<file path="config.mk">
export PLATFORM = sky130hd
export DESIGN_NAME = load_store_unit
export DESIGN_NICKNAME = d
export VERILOG_FILES = /design/src/rtl/load_store_unit.sv
export SDC_FILE = /design/constraint.sdc
export NUM_CORES = 1
export LEC_CHECK = 0
export BUFFER_PORTS_ARGS = -buffer_cell sky130_fd_sc_hd__buf_4
export CAP_MARGIN = 20
export CORE_UTILIZATION = 40
export DETAILED_ROUTE_END_ITERATION = 8
export MAX_ROUTING_LAYER = met4
export PLACE_DENSITY = 0.71
export SLEW_MARGIN = 30
export SYNTH_ARGS = -nofsm -noshare
export SYNTH_HDL_FRONTEND = slang
export SYNTH_SLANG_ARGS = --single-unit
export TNS_END_PERCENT = 10
</file>
<file path="constraint.sdc">
create_clock -name clk -period 4.7 [get_ports clk]
set_clock_uncertainty 0.15 [all_clocks]
set_input_delay 0.94 -clock clk [delete_from_list [all_inputs] [get_ports clk]]
set_output_delay 0.94 -clock clk [all_outputs]
set_load 0.005 [all_outputs]
</file>
<file path="src/rtl/load_store_unit.sv">
// load_store_unit: turns byte/half/word loads and stores at any byte address
// into aligned word reads and writes on a word-only RAM. Narrow stores are
// read-modify-write, and an access that straddles a word boundary becomes two
// word accesses. One request is in flight at a time.
//
// Ports:
//   clk, rst                 clock, synchronous active-high reset
//   req_valid/req_ready      request handshake (ready only while idle)
//   req_write, req_funct3    store/load select, RV32I width code
//   req_addr, req_wdata      byte address (any alignment), right-justified store data
//   rsp_valid                one-cycle completion pulse
//   rsp_rdata, rsp_fault     load result / fault flag, zero unless rsp_valid
//   mem_address              aligned RAM word address
//   mem_writeData            RAM write word
//   mem_funct3               always lw/sw
//   mem_memRead/mem_memWrite RAM enables, registered and one cycle wide
//   mem_readData             combinational RAM read data
module load_store_unit #(
  parameter int unsigned MEM_SIZE = 128
) (
  input  logic        clk,
  input  logic        rst,
  input  logic        req_valid,
  output logic        req_ready,
  input  logic        req_write,
  input  logic [2:0]  req_funct3,
  input  logic [31:0] req_addr,
  input  logic [31:0] req_wdata,
  output logic        rsp_valid,
  output logic [31:0] rsp_rdata,
  output logic        rsp_fault,
  output logic [31:0] mem_address,
  output logic [31:0] mem_writeData,
  output logic [2:0]  mem_funct3,
  output logic        mem_memRead,
  output logic        mem_memWrite,
  input  logic [31:0] mem_readData
);

  typedef enum logic [2:0] {IDLE, RD0, RD1, WR0, WR1, RESP} state_t;

  state_t      state;
  logic [31:0] addr_q, wdata_q, lo_q, hi_q, wr1_data_q;
  logic [2:0]  funct3_q, size_q;
  logic        write_q;

  logic [2:0]  req_size;
  logic        req_fault;
  logic [1:0]  off;
  logic [31:0] w0, w1;
  logic        split;
  logic [63:0] data_n, merged_c;
  logic [31:0] shifted, load_c;
  logic [2:0]  pos;

  assign mem_funct3 = 3'b010;

  // Request decode: access size and fault (range check in 33 bits, no wrap)
  always_comb begin
    req_size  = 3'd4;
    req_fault = 1'b0;
    case (req_funct3)
      3'b000, 3'b100: req_size = 3'd1;
      3'b001, 3'b101: req_size = 3'd2;
      default:        req_size = 3'd4;
    endcase
    case (req_funct3)
      3'b000, 3'b001, 3'b010: req_fault = 1'b0;
      3'b100, 3'b101:         req_fault = req_write;
      default:                req_fault = 1'b1;
    endcase
    if (({1'b0, req_addr} + 33'(req_size)) > 33'(MEM_SIZE))
      req_fault = 1'b1;
  end

  assign off   = addr_q[1:0];
  assign w0    = {addr_q[31:2], 2'b00};
  assign w1    = w0 + 32'd4;
  assign split = (3'(off) + size_q) > 3'd4;

  // {hi,lo} as it will be after this cycle's read capture
  assign data_n = {(state == RD1) ? mem_readData : hi_q,
                   (state == RD0) ? mem_readData : lo_q};

  // Store merge: insert size bytes at byte offset off, little-endian
  always_comb begin
    merged_c = data_n;
    pos      = 3'd0;
    for (int i = 0; i < 4; i++) begin
      if (3'(i) < size_q) begin
        pos = 3'(off) + 3'(i);
        merged_c[{pos, 3'b000} +: 8] = wdata_q[8*i +: 8];
      end
    end
  end

  // Load extract with sign/zero extension
  always_comb begin
    shifted = 32'(data_n >> {off, 3'b000});
    case (funct3_q)
      3'b000:  load_c = {{24{shifted[7]}}, shifted[7:0]};
      3'b001:  load_c = {{16{shifted[15]}}, shifted[15:0]};
      3'b100:  load_c = {24'd0, shifted[7:0]};
      3'b101:  load_c = {16'd0, shifted[15:0]};
      default: load_c = shifted;
    endcase
  end

  // Control FSM with registered outputs
  always_ff @(posedge clk) begin
    if (rst) begin
      state         <= IDLE;
      req_ready     <= 1'b1;
      rsp_valid     <= 1'b0;
      rsp_rdata     <= 32'd0;
      rsp_fault     <= 1'b0;
      mem_address   <= 32'd0;
      mem_writeData <= 32'd0;
      mem_memRead   <= 1'b0;
      mem_memWrite  <= 1'b0;
      addr_q        <= 32'd0;
      wdata_q       <= 32'd0;
      lo_q          <= 32'd0;
      hi_q          <= 32'd0;
      wr1_data_q    <= 32'd0;
      funct3_q      <= 3'd0;
      size_q        <= 3'd0;
      write_q       <= 1'b0;
    end else begin
      rsp_valid    <= 1'b0;
      rsp_rdata    <= 32'd0;
      rsp_fault    <= 1'b0;
      mem_memRead  <= 1'b0;
      mem_memWrite <= 1'b0;
      case (state)
        IDLE: begin
          if (req_valid) begin
            addr_q    <= req_addr;
            wdata_q   <= req_wdata;
            funct3_q  <= req_funct3;
            size_q    <= req_size;
            write_q   <= req_write;
            req_ready <= 1'b0;
            if (req_fault) begin
              state     <= RESP;
              rsp_valid <= 1'b1;
              rsp_fault <= 1'b1;
            end else begin
              state       <= RD0;
              mem_address <= {req_addr[31:2], 2'b00};
              mem_memRead <= 1'b1;
            end
          end
        end
        RD0, RD1: begin
          if (state == RD0) lo_q <= mem_readData;
          else              hi_q <= mem_readData;
          if (state == RD0 && split) begin
            state       <= RD1;
            mem_address <= w1;
            mem_memRead <= 1'b1;
          end else if (write_q) begin
            state         <= WR0;
            wr1_data_q    <= merged_c[63:32];
            mem_address   <= w0;
            mem_writeData <= merged_c[31:0];
            mem_memWrite  <= 1'b1;
          end else begin
            state     <= RESP;
            rsp_valid <= 1'b1;
            rsp_rdata <= load_c;
          end
        end
        WR0: begin
          if (split) begin
            state         <= WR1;
            mem_address   <= w1;
            mem_writeData <= wr1_data_q;
            mem_memWrite  <= 1'b1;
          end else begin
            state     <= RESP;
            rsp_valid <= 1'b1;
          end
        end
        WR1: begin
          state     <= RESP;
          rsp_valid <= 1'b1;
        end
        RESP: begin
          state     <= IDLE;
          req_ready <= 1'b1;
        end
        default: begin
          state     <= IDLE;
          req_ready <= 1'b1;
        end
      endcase
    end
  end

endmodule

</file>
==> run_results.csv <==
group,metric,value,unit
sta,setup_violations,0,
finish,finalNetCount,2161,
sta,finalHoldViolations,0,
worst_setup_path,critPathKind,"in -> reg",
synth,synth-simple-area-share,0.229,
cts,path_clk_slew,0.06,ns
cts,insertion_delay,0.58,ns
place,hpwl,39600,um
routing,postRouteAntennaNets,0,
finish,final_cells,2535,
floorplanning,die_x,196,um
cts,cts.sinks,269,
synth,synth_warnings,0,
synth,synth_edf_count,0,
synth,synth_top_area_frac,0.359,
synth,synth_xor_area_frac,0.00875,
routing,vias,14983,
floorplanning,rows,70,
floorplanning,start_util,0.408,
routing,drc,0,
pwr,peakVddDrop,0.000257,V
sta,tns,0,ns
worst_setup_path,worstPathArrival,4.30,ns
worst_setup_path,reg2reg_depth,8,
synth,synth_top_cell_by_area,"dfxtp_1",
finish,area_growth,19.2,%
worst_setup_path,cp-end-kind,"flop",
pwr,powerDensity,352,nW/um^2
cts,numCtsBuffers,30,
floorplanning,io_pins,207,
worst_setup_path,worstPathRequired,5.01,ns
place,port_buffers,201,
sta,fin_crit,3.99,ns
synth,syn_area,15000,sq um
cts,cts_resized,0,
place,gp_congestion,1.02,
synth,synth_top_flop_cell,"dfxtp_1",
synth,synth_compound_area_frac,0.225,
grt,overflow,0,
place,placedCellCount,2477,
sta,maxSlewViolCount,0,
synth,yosys-top-cells-area,"dfxtp_1 (36%), nand2_1 (7.1%), mux2i_1 (6.5%)",
synth,synth-seq-cells,269,
floorplanning,die_area,38300,sq um
synth,synth_cell_types,71,
synth,synth_top_family_by_area,"simple AND/OR/NAND/NOR gates",
synth,yosysMostFrequentCell,"nand2_1",
synth,seq_area_frac_synth,0.359,
sta,slew-limit-headroom,0.309,
cts,post-cts-setup-buffers,0,
min_path,min_path_type,"reg -> reg",
flow_run,cap_violations,0,
floorplanning,die_h,196,um
worst_setup_path,r2r-start,"state[0]$_SDFFE_PP0P_",
synth,syn_area_per_cell,7.79,sq um
min_path,min_path_cells,2,
min_path,worst_hold_path.endpoint,"mem_writeData[24]$_SDFFE_PP0P_",
grt,grtUsageTotal,0.279,
grt,antenna_found_initial,2,
routing,wl_per_cell,21.1,um
synth,async_flop_share,0,
run_status,outcome,"finished, final reports clean",
grt,grt_start_max_net_pins,174,
min_path,hp-start,"mem_writeData[24]$_SDFFE_PP0P_",
cts,clk_path_buf_depth,3,
synth,synthAdderAreaFrac,0.0152,
routing,routed_wl,53600,um
finish,drive_gt1_frac,0.181,
sta,rsz0062_at_grt,"no",
cts,cts.htree.levels,1,
worst_setup_path,r2r_setup_slack,1.08,ns
worst_setup_path,start_kind,"input port",
worst_setup_path,crit_fanout,21,
sta,max_freq,251,MHz
cts,cts-root-buf,"clkbuf_16",
synth,synth.area.mux_share,0.113,
sta,period_share,0.848,
floorplanning,core_area,36800,sq um
cts,holdBufCountCts,0,
pwr,total_power,6.30,mW
pwr,leakagePower,6.86,nW
routing,viasPerCell,5.91,
synth,yosys-top-cells-count,"nand2_1 (285), dfxtp_1 (269), nor2_1 (200)",
finish,fillers,3564,
grt,grt_pass1_vias,13390,
routing,drtIter0Drc,1639,
routing,drt-pass1-iter-count,6,
sta,worst_slew_pin_slew,1.03,ns
cts,cts_tree,"built",
worst_setup_path,worstReg2RegEnd,"mem_writeData[31]$_SDFFE_PP0P_",
grt,grt_pass1_wl,81000,um
synth,postSynthCellCount,1927,
==> flip-flops by register name (all words and copies together) (netlist names), 30 cells and up <==
name           cells
rsp_rdata         32
addr_q            32
wdata_q           32
hi_q              32
lo_q              32
mem_address       30
mem_writeData     32
wr1_data_q        32
==> kinds of logic after synthesis <==
group | Yosys count
AND/OR/NAND/NOR | 758
AO/OA/AOI/OAI | 531
flip-flops | 269
buffers and inverters | 185
multiplexers | 150
adder cells (fa/ha/maj) | 17
XOR/XNOR | 15
other | 2
==> worst max path at each step <==
stage | startpoint | endpoint | slack (ns) | cells after the start
final | req_funct3[1] | mem_address[28]$_SDFFE_PP0P_ | 0.71 | 12
after global routing | req_funct3[0] | mem_address[28]$_SDFFE_PP0P_ | 0.42 | 12
after CTS | req_funct3[1] | mem_address[19]$_SDFFE_PP0P_ | 0.72 | 12
after detailed placement | req_funct3[1] | mem_address[19]$_SDFFE_PP0P_ | 0.14 | 12
after global placement | req_funct3[1] | mem_address[15]$_SDFFE_PP0P_ | 0.22 | 12
after floorplan | req_funct3[0] | mem_address[10]$_SDFFE_PP0P_ | 0.73 | 11
==> placed cells by master, fill, tap and decap left out, types with 5 or more instances in the layout <==
master	count
mux2_4	30
a32oi_1	10
and3_1	18
clkbuf_16	31
o31ai_1	11
inv_1	13
a221oi_1	20
or4_1	5
dfxtp_1	268
nand3_1	49
nand4_1	23
a22oi_1	21
mux2i_1	98
o211ai_1	35
conb_1	5
ha_1	15
o21a_1	5
a21oi_1	180
and2_1	13
a221o_1	15
buf_4	247
xnor2_1	12
nor4_1	9
nor2b_1	42
a22o_1	8
nor2_1	198
a31oi_1	24
mux2_2	21
o21ai_0	113
nand2b_1	20
a311oi_1	24
or3_1	7
clkinv_2	10
nand2_1	285
a211oi_1	29
nor3_1	65
==> worst max-delay path, cell delays in order <==
cell and delay, ns:
buf_4 0.13, nor2b_1 0.26, ha_1 0.29, a211oi_1 0.50, nor3_1 0.29, nand3b_1 0.19
o221ai_1 0.14, or4_4 0.55, nor4_4 0.28, o31ai_4 0.08, buf_4 0.29, mux2_4 0.33
==> where the power goes <==
part	internal [mW]	leakage, nW	switching [mW]
registers	2.41	2.19	0.116
clock network	1.49	0.519	0.993
logic	0.521	4.15	0.769
==> layout make-up <==
class | instances | area [sq um] | share of cell area
multi-input combinational | 1476 | 8930 | 0.499
sequential | 269 | 5390 | 0.301
timing repair buffer | 249 | 1890 | 0.105
clock buffer | 38 | 842 | 0.0471
tap | 468 | 586 | 0.0327
clock inverter | 18 | 203 | 0.0113
inverter | 15 | 56.3 | 0.00315
antenna | 2 | 5.00 | 0.000280
==> routing by layer <==
metal	routed length, um	vias up	global-route usage
met5	0	-	-
met4	1740	0	0.0964
met3	4430	99	0.0383
met2	23100	715	0.408
met1	24200	7029	0.392
li1	-	7140	-
==> per-stage QoR <==
stage           util  cell area [sq um]  worst slack (ns)  hold WS (ns)
2_1_floorplan      -              15000             0.732         0.295
3_3_place_gp   0.458              16800             0.222         0.294
3_5_place_dp   0.458              16800             0.141         0.298
4_1_cts        0.486              17900             0.716         0.307
5_1_grt        0.486              17900             0.416         0.320
6_report       0.486              17900             0.714         0.301
Power figures use the tool's default switching activity.
